--- config.mk ---
export PLATFORM = sky130hd
export DESIGN_NAME = uart_vram_loader_flat
export DESIGN_NICKNAME = d
export VERILOG_FILES = /design/src/rtl/uart_vram_loader_if.sv /design/src/rtl/uart_vram_loader.sv /design/src/flat_wrapper.sv
export SDC_FILE = /design/constraint.sdc
export NUM_CORES = 1
export LEC_CHECK = 0
export BUFFER_PORTS_ARGS = -buffer_cell sky130_fd_sc_hd__buf_2
export CAP_MARGIN = 40
export CORE_UTILIZATION = 60
export CTS_CLUSTER_SIZE = 40
export DETAILED_ROUTE_END_ITERATION = 8
export MAX_ROUTING_LAYER = met4
export PLACE_DENSITY = 0.8
export SYNTH_ARGS = -nofsm -noshare
export SYNTH_HDL_FRONTEND = slang
export SYNTH_SLANG_ARGS = --single-unit
--- constraint.sdc ---
create_clock -name clk10m -period 2.3 [get_ports clk10m]
set_clock_uncertainty 0.15 [all_clocks]
set_input_delay 0.115 -clock clk10m [delete_from_list [all_inputs] [get_ports clk10m]]
set_output_delay 0.115 -clock clk10m [all_outputs]
set_load 0.03 [all_outputs]
--- src/rtl/uart_vram_loader_if.sv ---
// UART receive handshake and VRAM write port of the loader.
// master: the loader (consumes rx bytes, drives VRAM writes).
// slave:  the byte source / VRAM side.
interface uart_vram_loader_if #(
    parameter int ADDR_W = 15
);
    logic [7:0]        rx_data;
    logic              rx_valid;
    logic              rx_ack;
    logic [ADDR_W-1:0] vram_addr;
    logic [7:0]        vram_data;
    logic              vram_we;

    modport master (
        input  rx_data, rx_valid,
        output rx_ack, vram_addr, vram_data, vram_we
    );

    modport slave (
        output rx_data, rx_valid,
        input  rx_ack, vram_addr, vram_data, vram_we
    );
endinterface

--- src/rtl/uart_vram_loader.sv ---
// Packet loader: parses command bytes from uart_rx and issues VRAM writes
// (addressed bursts and hardware fill), mode selection and error reporting.
//
// state     | meaning
// ----------+------------------------------------------------
// IDLE      | waiting for an opcode byte
// ADDR_LO   | SET_ADDR, waiting for address low byte
// ADDR_HI   | SET_ADDR, waiting for address high byte
// LEN       | WRITE, waiting for length byte (0 means 256)
// DATA      | WRITE, each byte becomes one VRAM write
// MODE      | SET_MODE, waiting for mode byte
// FILL_LO   | FILL, waiting for count low byte
// FILL_HI   | FILL, waiting for count high byte
// FILL_VAL  | FILL, waiting for fill value
// FILLING   | one write per cycle, no bytes consumed
module uart_vram_loader #(
    parameter int ADDR_W         = 15,
    parameter int VRAM_DEPTH     = 22500,
    parameter int MODE_W         = 3,
    parameter int MODE_RESET     = 1,
    parameter int TIMEOUT_CYCLES = 100000
) (
    input  logic                clk10m,
    input  logic                rst,
    uart_vram_loader_if.master  bus,
    output logic [MODE_W-1:0]   mode,
    output logic                busy,
    output logic                err,
    output logic                byte_led
);
    localparam int TMO_W = $clog2(TIMEOUT_CYCLES + 1);
    localparam logic [TMO_W-1:0]  TMO_LAST = TMO_W'(TIMEOUT_CYCLES - 1);
    localparam logic [ADDR_W:0]   DEPTH_C  = (ADDR_W + 1)'(VRAM_DEPTH);
    localparam logic [ADDR_W-1:0] LAST_C   = ADDR_W'(VRAM_DEPTH - 1);

    typedef enum logic [3:0] {
        S_IDLE, S_ADDR_LO, S_ADDR_HI, S_LEN, S_DATA,
        S_MODE, S_FILL_LO, S_FILL_HI, S_FILL_VAL, S_FILLING
    } state_t;

    state_t            state_q, state_d;
    logic [ADDR_W-1:0] ptr_q, ptr_d, addr_q, addr_d;
    logic [7:0]        data_q, data_d, val_q, val_d, lo_q, lo_d;
    logic              ack_q, ack_d, we_q, we_d, err_q, err_d, led_q, led_d;
    logic [MODE_W-1:0] mode_q, mode_d;
    logic [TMO_W-1:0]  tmo_q, tmo_d;
    logic [8:0]        len_q, len_d;
    logic [15:0]       cnt_q, cnt_d;

    logic              accept, counting, timeout;
    logic [ADDR_W-1:0] ptr_next, new_addr;

    // Rx bytes are taken only when not mid-fill and not in the ack cycle,
    // so a level-held rx_valid is never consumed twice.
    assign accept   = bus.rx_valid && !ack_q && (state_q != S_FILLING);
    assign counting = (state_q != S_IDLE) && (state_q != S_FILLING);
    assign timeout  = counting && !accept && (tmo_q == TMO_LAST);
    assign ptr_next = (ptr_q == LAST_C) ? '0 : ptr_q + 1'b1;
    assign new_addr = ADDR_W'({bus.rx_data, lo_q});

    assign bus.rx_ack    = ack_q;
    assign bus.vram_we   = we_q;
    assign bus.vram_addr = addr_q;
    assign bus.vram_data = data_q;
    assign mode          = mode_q;
    assign err           = err_q;
    assign byte_led      = led_q;
    assign busy          = (state_q != S_IDLE);

    // State and datapath registers with synchronous reset.
    always_ff @(posedge clk10m) begin
        if (rst) begin
            state_q <= S_IDLE;
            ptr_q   <= '0;
            addr_q  <= '0;
            data_q  <= '0;
            val_q   <= '0;
            lo_q    <= '0;
            ack_q   <= 1'b0;
            we_q    <= 1'b0;
            err_q   <= 1'b0;
            led_q   <= 1'b0;
            mode_q  <= MODE_W'(MODE_RESET);
            tmo_q   <= '0;
            len_q   <= '0;
            cnt_q   <= '0;
        end else begin
            state_q <= state_d;
            ptr_q   <= ptr_d;
            addr_q  <= addr_d;
            data_q  <= data_d;
            val_q   <= val_d;
            lo_q    <= lo_d;
            ack_q   <= ack_d;
            we_q    <= we_d;
            err_q   <= err_d;
            led_q   <= led_d;
            mode_q  <= mode_d;
            tmo_q   <= tmo_d;
            len_q   <= len_d;
            cnt_q   <= cnt_d;
        end
    end

    // Packet parser, write generation and inter-byte timeout.
    always_comb begin
        state_d = state_q;
        ptr_d   = ptr_q;
        addr_d  = addr_q;
        data_d  = data_q;
        val_d   = val_q;
        lo_d    = lo_q;
        ack_d   = 1'b0;
        we_d    = 1'b0;
        err_d   = err_q;
        led_d   = led_q;
        mode_d  = mode_q;
        tmo_d   = '0;
        len_d   = len_q;
        cnt_d   = cnt_q;

        if (accept) begin
            ack_d = 1'b1;
            led_d = ~led_q;
        end else if (counting) begin
            tmo_d = tmo_q + 1'b1;
        end

        case (state_q)
            S_IDLE: if (accept) begin
                case (bus.rx_data)
                    8'h01:   state_d = S_ADDR_LO;
                    8'h02:   state_d = S_LEN;
                    8'h03:   state_d = S_MODE;
                    8'h04:   state_d = S_FILL_LO;
                    8'h05:   err_d   = 1'b0;
                    default: err_d   = 1'b1;
                endcase
            end
            S_ADDR_LO: if (accept) begin
                lo_d    = bus.rx_data;
                state_d = S_ADDR_HI;
            end
            S_ADDR_HI: if (accept) begin
                if ({1'b0, new_addr} >= DEPTH_C) err_d = 1'b1;
                else                             ptr_d = new_addr;
                state_d = S_IDLE;
            end
            S_LEN: if (accept) begin
                len_d   = (bus.rx_data == 8'd0) ? 9'd256 : {1'b0, bus.rx_data};
                state_d = S_DATA;
            end
            S_DATA: if (accept) begin
                we_d   = 1'b1;
                addr_d = ptr_q;
                data_d = bus.rx_data;
                ptr_d  = ptr_next;
                len_d  = len_q - 1'b1;
                if (len_q == 9'd1) state_d = S_IDLE;
            end
            S_MODE: if (accept) begin
                mode_d  = bus.rx_data[MODE_W-1:0];
                state_d = S_IDLE;
            end
            S_FILL_LO: if (accept) begin
                lo_d    = bus.rx_data;
                state_d = S_FILL_HI;
            end
            S_FILL_HI: if (accept) begin
                cnt_d   = {bus.rx_data, lo_q};
                state_d = S_FILL_VAL;
            end
            S_FILL_VAL: if (accept) begin
                val_d = bus.rx_data;
                if (cnt_q == 16'd0) begin
                    state_d = S_IDLE;
                end else begin
                    // First fill write goes out alongside the val ack.
                    we_d    = 1'b1;
                    addr_d  = ptr_q;
                    data_d  = bus.rx_data;
                    ptr_d   = ptr_next;
                    cnt_d   = cnt_q - 1'b1;
                    state_d = (cnt_q == 16'd1) ? S_IDLE : S_FILLING;
                end
            end
            S_FILLING: begin
                we_d   = 1'b1;
                addr_d = ptr_q;
                data_d = val_q;
                ptr_d  = ptr_next;
                cnt_d  = cnt_q - 1'b1;
                if (cnt_q == 16'd1) state_d = S_IDLE;
            end
            default: state_d = S_IDLE;
        endcase

        if (timeout) begin
            state_d = S_IDLE;
            err_d   = 1'b1;
        end
    end
endmodule
--- src/flat_wrapper.sv ---
// flat-port wrapper written by rule: the top's interface ports become plain ports
module uart_vram_loader_flat 
#(
    parameter int ADDR_W         = 15,
    parameter int VRAM_DEPTH     = 22500,
    parameter int MODE_W         = 3,
    parameter int MODE_RESET     = 1,
    parameter int TIMEOUT_CYCLES = 100000
)
  (clk10m, rst, mode, busy, err, byte_led, bus_rx_data, bus_rx_valid, bus_rx_ack, bus_vram_addr, bus_vram_data, bus_vram_we);
  uart_vram_loader_if #(.ADDR_W(ADDR_W)) bus_i ();
  input  logic clk10m;
  input  logic rst;
  output logic [MODE_W-1:0] mode;
  output logic busy;
  output logic err;
  output logic byte_led;
  input wire logic [$bits(bus_i.rx_data)-1:0] bus_rx_data;
  input wire logic [$bits(bus_i.rx_valid)-1:0] bus_rx_valid;
  output wire logic [$bits(bus_i.rx_ack)-1:0] bus_rx_ack;
  output wire logic [$bits(bus_i.vram_addr)-1:0] bus_vram_addr;
  output wire logic [$bits(bus_i.vram_data)-1:0] bus_vram_data;
  output wire logic [$bits(bus_i.vram_we)-1:0] bus_vram_we;
  assign bus_i.rx_data = bus_rx_data;
  assign bus_i.rx_valid = bus_rx_valid;
  assign bus_rx_ack = bus_i.rx_ack;
  assign bus_vram_addr = bus_i.vram_addr;
  assign bus_vram_data = bus_i.vram_data;
  assign bus_vram_we = bus_i.vram_we;
  uart_vram_loader #(.ADDR_W(ADDR_W), .VRAM_DEPTH(VRAM_DEPTH), .MODE_W(MODE_W), .MODE_RESET(MODE_RESET), .TIMEOUT_CYCLES(TIMEOUT_CYCLES)) u_core (.clk10m(clk10m), .rst(rst), .bus(bus_i), .mode(mode), .busy(busy), .err(err), .byte_led(byte_led));
endmodule
==> metrics.csv, run 1 <==
stage,metric,value,unit
floorplanning,core_area,9240,um^2
critical_path,r2r_cells,6,
timing,finalHoldViolations,0,
cts,path_clk_slew,90,ps
power_and_ir_drop,peakVddDrop,0.376,mV
finish,drive_above_1_share,0.167,
cts,cts_buffers,9,
timing,post-route-period-util,0.980,
timing,slew_violations,0,
yosys,synth_nets,735,
critical_path,crit_path_end_kind,flip-flop,
critical_path,r2r-start,u_core.lo_q[5],
grt,grt_max_degree,85,
yosys,synth.avg_cell_area,7.99,um^2
yosys,synthArstFlopShare,0,
floorplanning,start_util,0.620,
cts,insertion_delay,380,ps
yosys,ys_top_cells_by_count,"107 x dfxtp_1, 85 x nor2_1, 58 x nand2_1",
timing,tightestPinTransition,681,ps
finish,finalNetCount,785,
yosys,ys_ff_latch,107,
critical_path,path_max_fanout,9,
min_path,whs_path_depth,3,
finish,diodes,0,
yosys,ys_dominant_reg_cell,dfxtp_1,
yosys,synth_edf_count,0,
yosys,yosys-top-cells-area,"dfxtp_1 37%, nor2_1 5.6%, a21oi_1 4.5%",
cts,htree_levels,3,
floorplanning,die_x,99.7,um
critical_path,crit_path_max_incr_delay,550,ps
power_and_ir_drop,p_leak,2.50,nW
grt,antenna_found_initial,0,
yosys,synth_cell_types,72,
critical_path,path_class,in -> reg,
timing,slew_headroom,0.541,
detailed_routing,wl,15.8,mm
yosys,yosysTopAreaCellShare,0.374,
yosys,yosys.area.top_type,dfxtp_1,
grt,grt_pass1_wl,25.6,mm
min_path,hold_class,in -> reg,
yosys,syn-cell-area,5730,um^2
finish,syn_to_final_growth,14.6,%
critical_path,startpoint_type,input port,
flow_run,cap_violations,0,
cts,cts-root-buf,clkbuf_8,
yosys,ys_seq_area_frac,0.374,
timing,hold_ws,23.9,ps
placed_design,place_area,6270,um^2
power_and_ir_drop,p_total,3.85,mW
yosys,synth_most_common_cell,dfxtp_1,
critical_path,crit_chain,"dlygate4sd3_1, buf_4, or4_4, nor4b_4, o211ai_4, or3_1, a21oi_1",
placed_design,gp_congestion,0.974,
timing,period_minus_slack,2260,ps
status,run_status,completed,
power_and_ir_drop,p_per_area,587,nW/um^2
grt,grt_overflow,0,
finish,fin_area,6560,um^2
critical_path,required,2470,ps
cts,clock_sinks,107,
grt,grt.total_usage,0.336,
detailed_routing,drtAntennaViolNets,0,
timing,setup_viol,0,
timing,fmax,0.443,GHz
cts,tritoncts,yes,
placed_design,io_buffers,41,
placed_design,place_ws,37.7,ps
detailed_routing,viasPerCell,6.40,
critical_path,r2r_end,u_core.ptr_q[10],
detailed_routing,drtPass1Iterations,5,
yosys,syn_inst,717,
critical_path,regToRegSetupSlack,90,ps
floorplanning,chipHeight,99.7,um
detailed_routing,dr.first_iter.drc_count,476,
detailed_routing,drc,0,
yosys,synth_warnings,0,
detailed_routing,num_vias,5760,
floorplanning,die-area,9940,um^2
cts,clockBufferDepth,2,
placed_design,place_hpwl,10.8,mm
min_path,hold_path.startpoint,bus_rx_data[4],
critical_path,arrival,2430,ps
floorplanning,rows,35,
finish,nFillCells,750,
timing,setup_ws,44.9,ps
floorplanning,ios,42,
grt,grt_pass1_vias,5108,
detailed_routing,wl_per_cell,17.6,um
critical_path,critPathSlowestCell,or4_4,
min_path,holdPathEnd,u_core.bus.vram_data[4],
finish,utilization,0.710,
==> how the worst max path moves through the flow <==
stage                      start                 endpoint  slack (ps)  cells past startpoint
6_report          bus_rx_data[5]        u_core.state_q[1]          40                      7
5_1_grt        u_core.state_q[3]  u_core.bus.vram_data[1]         -20                      8
4_1_cts        u_core.state_q[0]          u_core.ptr_q[1]           8                      7
3_5_place_dp   u_core.state_q[0]          u_core.ptr_q[1]          40                      7
3_3_place_gp   u_core.state_q[0]         u_core.ptr_q[13]         140                      7
2_1_floorplan    u_core.ptr_q[3]          u_core.ptr_q[4]         140                      6
==> area by class of cell <==
type	instances	area (um^2)	area share
Tap cell	129	161	0.0246
Clock inverter	2	35.0	0.00534
Inverter	10	37.5	0.00572
Sequential cell	107	2140	0.327
Multi-Input combinational cell	544	3370	0.513
Timing Repair Buffer	95	658	0.100
Clock buffer	13	159	0.0242
==> per-layer routing <==
layer	track usage	part of all wire
met3	0.0548	0.059
met5	-	0
met4	0.138	0.028
met1	0.435	0.44
met2	0.521	0.47
==> sequential cells by signal (all words and copies together), names as in the netlist, 4 cells and up <==
register,count
u_core.state_q,4
u_core.val_q,8
u_core.tmo_q,17
u_core.len_q,9
u_core.cnt_q,16
u_core.lo_q,8
u_core.ptr_q,15
u_core.bus.vram_data,8
u_core.bus.vram_addr,15
==> cell families (layout without fill, tap and decap cells) <==
group / Yosys count / after routing / synth area share
xor gates and xnor gates: 24 / 24 / 0.0367
AOI/OAI and AO/OA: 200 / 200 / 0.233
adders and majority gates: 7 / 7 / 0.0153
DFF: 107 / 107 / 0.374
and+or+nand+nor: 295 / 295 / 0.262
muxes: 18 / 18 / 0.0315
buffers and inverters: 66 / 120 / 0.0476
==> critical path: cells and delay by family <==
kind	cells	cell delay (ps)
AOI/OAI and AO/OA	2	270
buffers and inverters	2	740
and+or+nand+nor	3	1300
==> layout by cell type, fill, tap and decap left out, types with 4 or more instances in the layout <==
master	n
nand3_1	49
mux2i_1	18
dfxtp_1	107
ha_1	7
o32ai_1	7
a211oi_1	16
nor4_1	13
a21o_1	4
inv_1	10
a21oi_1	51
a31oi_1	18
a221oi_1	6
o31ai_1	9
and3_1	6
nor2_1	84
xor2_1	14
buf_2	40
nand2b_1	6
xnor2_1	10
nand4_1	11
clkbuf_8	11
a22oi_1	9
nand2_1	58
a311oi_1	10
o21ai_0	33
or3_1	8
nor3_1	22
or2_2	4
o22ai_1	7
buf_4	49
==> power breakdown <==
part           leakage [nW]  switching [mW]  internal [mW]
combinational          1.54           0.477          0.259
clock                0.0995           0.611          0.557
sequential            0.864          0.0448           1.90
total                  2.50            1.13           2.72
==> through the flow <==
stage	std cells	setup TNS, ps
floorplan	717	0
global placement	879	0
detailed placement	879	0
CTS	897	0
global route	900	-42.5
finish	900	0
==> repair_timing <==
item | in CTS | in global routing
hold endpoints to repair | 6 | 0
gates resized for setup | 0 | 9
setup buffers | 0 | 3
hold buffers | 3 | 0
setup endpoints to repair | 0 | 48
Note: power is estimated with default switching activity, not from simulation.
==> run 2, diff against run 1 <==
CELL_PAD_IN_SITES_DETAIL_PLACEMENT = 0   (was default)
CELL_PAD_IN_SITES_GLOBAL_PLACEMENT = 1   (was default)
CORE_UTILIZATION = 45   (was 60)
SETUP_SLACK_MARGIN = 0.4   (was default)
==> run 2 against run 1 <==
  * Sequential cell count unchanged
  * Count of clock-buffer cells in the layout is 1 lower
  * Clock power is 38% higher
  * Via count rose by 7.2%
  * Sequential share of layout area fell by 5.4 points
  * Global-route usage down 5.6 points
  * Critical path type is now reg -> reg
  * Critical endpoint is now u_core.state_q[3]
  * Largest cell class unchanged
  * Largest power group unchanged
  * Highest routed layer unchanged
==> metrics.csv, run 2 (synthesis results as in run 1) <==
stage,metric,value,unit
status,run_status,completed,
finish,largest_reg_flops,17,
cts,cts_buffers,9,
cts,cts-root-buf,clkbuf_16,
detailed_routing,num_vias,6176,
timing,slew_headroom,0.619,
placed_design,place_ws,-4.86,ps
timing,fmax,0.471,GHz
power_and_ir_drop,sw_frac_of_total,0.297,
floorplanning,die_x,115,um
flow_run,cap_violations,0,
power_and_ir_drop,peakVddDrop,0.607,mV
cts,tritoncts,yes,
floorplanning,chipHeight,115,um
critical_path,startpoint_type,flip-flop,
placed_design,place_area,6490,um^2
power_and_ir_drop,clock_power_share,0.349,
grt,grt.total_usage,0.280,
floorplanning,ios,42,
power_and_ir_drop,netSwitchingPower,1.36,mW
detailed_routing,viasPerCell,6.22,
grt,grt_max_degree,85,
placed_design,gp_congestion,0.878,
power_and_ir_drop,pwr-share-seq,0.425,
finish,final_cell_mix,"89 x dfxtp_1, 74 x nor2_1, 65 x buf_4",
critical_path,required,2400,ps
grt,grt_pass1_vias,5442,
timing,finalHoldViolations,0,
cts,htree_levels,3,
power_and_ir_drop,power.internal,3.23,mW
detailed_routing,drc,0,
timing,setup_ws,178,ps
cts,insertion_delay,360,ps
finish,finalNetCount,838,
grt,grt_overflow,0,
finish,regMostFlops,u_core.tmo_q,
finish,top_regs,"u_core.tmo_q: 17 flops, u_core.cnt_q: 16 flops",
finish,nFillCells,1003,
critical_path,path_class,reg -> reg,
placed_design,place_hpwl,11.4,mm
power_and_ir_drop,combPwrFrac,0.225,
critical_path,arrival,2220,ps
finish,fin_area,7990,um^2
floorplanning,start_util,0.469,
finish,utilization,0.654,
grt,grt_pass1_wl,28.2,mm
critical_path,path_max_fanout,8,
floorplanning,die-area,13200,um^2
detailed_routing,dr.first_iter.drc_count,411,
placed_design,io_buffers,41,
timing,tightestPinTransition,571,ps
floorplanning,core_area,12200,um^2
cts,path_clk_slew,70,ps
timing,period_minus_slack,2120,ps
power_and_ir_drop,p_total,4.60,mW
detailed_routing,drtPass1Iterations,5,
timing,rsz0062_at_grt,true,
cts,clock_sinks,107,
power_and_ir_drop,p_leak,2.98,nW
finish,syn_to_final_growth,39.5,%
finish,diodes,0,
detailed_routing,wl,19.1,mm
timing,hold_ws,38.4,ps
timing,post-route-period-util,0.923,
grt,antenna_found_initial,0,
min_path,hold_class,in -> reg,
critical_path,crit_path_end_kind,flip-flop,
finish,layout_commonest_cell,dfxtp_1,
timing,setup_viol,0,
critical_path,r2r_cells,6,
floorplanning,rows,40,
timing,slew_violations,0,
cts,clockBufferDepth,2,
detailed_routing,drtAntennaViolNets,0,
power_and_ir_drop,p_per_area,575,nW/um^2
finish,drive_above_1_share,0.354,
min_path,whs_path_depth,3,
detailed_routing,wl_per_cell,19.2,um
-- run 2: cell types whose count changed in the layout (fill, tap and decap cells not counted), moves of 9 or more --
| cell | change |
|---|---|
| dfxtp_2 | +13 |
| buf_4 | +16 |
| nor2_4 | +9 |
| dfxtp_1 | -18 |
| clkbuf_8 | -9 |
| clkbuf_16 | +13 |
| nor2_1 | -10 |
| o21ai_0 | -15 |
| a21oi_2 | +9 |
| buf_6 | +23 |
| a21oi_1 | -10 |
-- run 2: timing repair --
item                                    4_1_cts  5_1_grt
hold endpoints to repair                      3        0
setup buffers                                17       27
endpoints found under the setup margin       86       78
pin swaps                                    32       56
hold buffers                                  2        0
gates resized for setup                      64      110
gates cloned                                  3        6
-- run 2: final cells by class --
class / instances / area (um^2) / share of cell area
tap: 168 / 210 / 0.0263
multi-input combinational: 546 / 3990 / 0.499
sequential: 107 / 2180 / 0.273
clock buffer: 12 / 256 / 0.0321
timing repair buffer: 146 / 1270 / 0.159
inverter: 10 / 37.5 / 0.00470
clock inverter: 4 / 48.8 / 0.00611
-- run 2: final timing paths --
kind / startpoint / endpoint / slack, ps
setup / recovery: u_core.state_q[0] / u_core.state_q[3] / 180
hold / removal: bus_rx_data[3] / u_core.bus.vram_data[3] / 40
hold reg to reg: u_core.tmo_q[0] / u_core.tmo_q[0] / 300
setup reg to reg: u_core.state_q[0] / u_core.state_q[3] / 180
-- run 2: per-stage QoR --
step,TNS [ps],cells
2_1_floorplan,0,717
3_3_place_gp,0,921
3_5_place_dp,-4.86,922
4_1_cts,0,960
5_1_grt,0,993
6_report,0,993
-- run 2: power by group through the flow --
stage / sequential, mW / clock [mW] / combinational [mW]
finish: 1.96 / 1.61 / 1.03
global route: 1.96 / 1.72 / 1.09
CTS: 1.95 / 1.64 / 0.839
global placement: 1.99 / 0 / 0.722
floorplan: 2.02 / 0 / 0.475
detailed placement: 1.99 / 0 / 0.737
-- run 2: critical path: stages (launching register included) --
cell and delay [ps]:
dfxtp_4 370, buf_6 120, or4b_4 600, a41o_1 280, o211ai_4 150, nor3_2 80, a211oi_1 260
-- run 2: metal layers --
| metal | routed length (um) | GRT usage |
|---|---|---|
| met2 | 9180 | 0.437 |
| met4 | 414 | 0.0935 |
| met1 | 8170 | 0.362 |
| met3 | 1300 | 0.0559 |
| met5 | 0 | - |
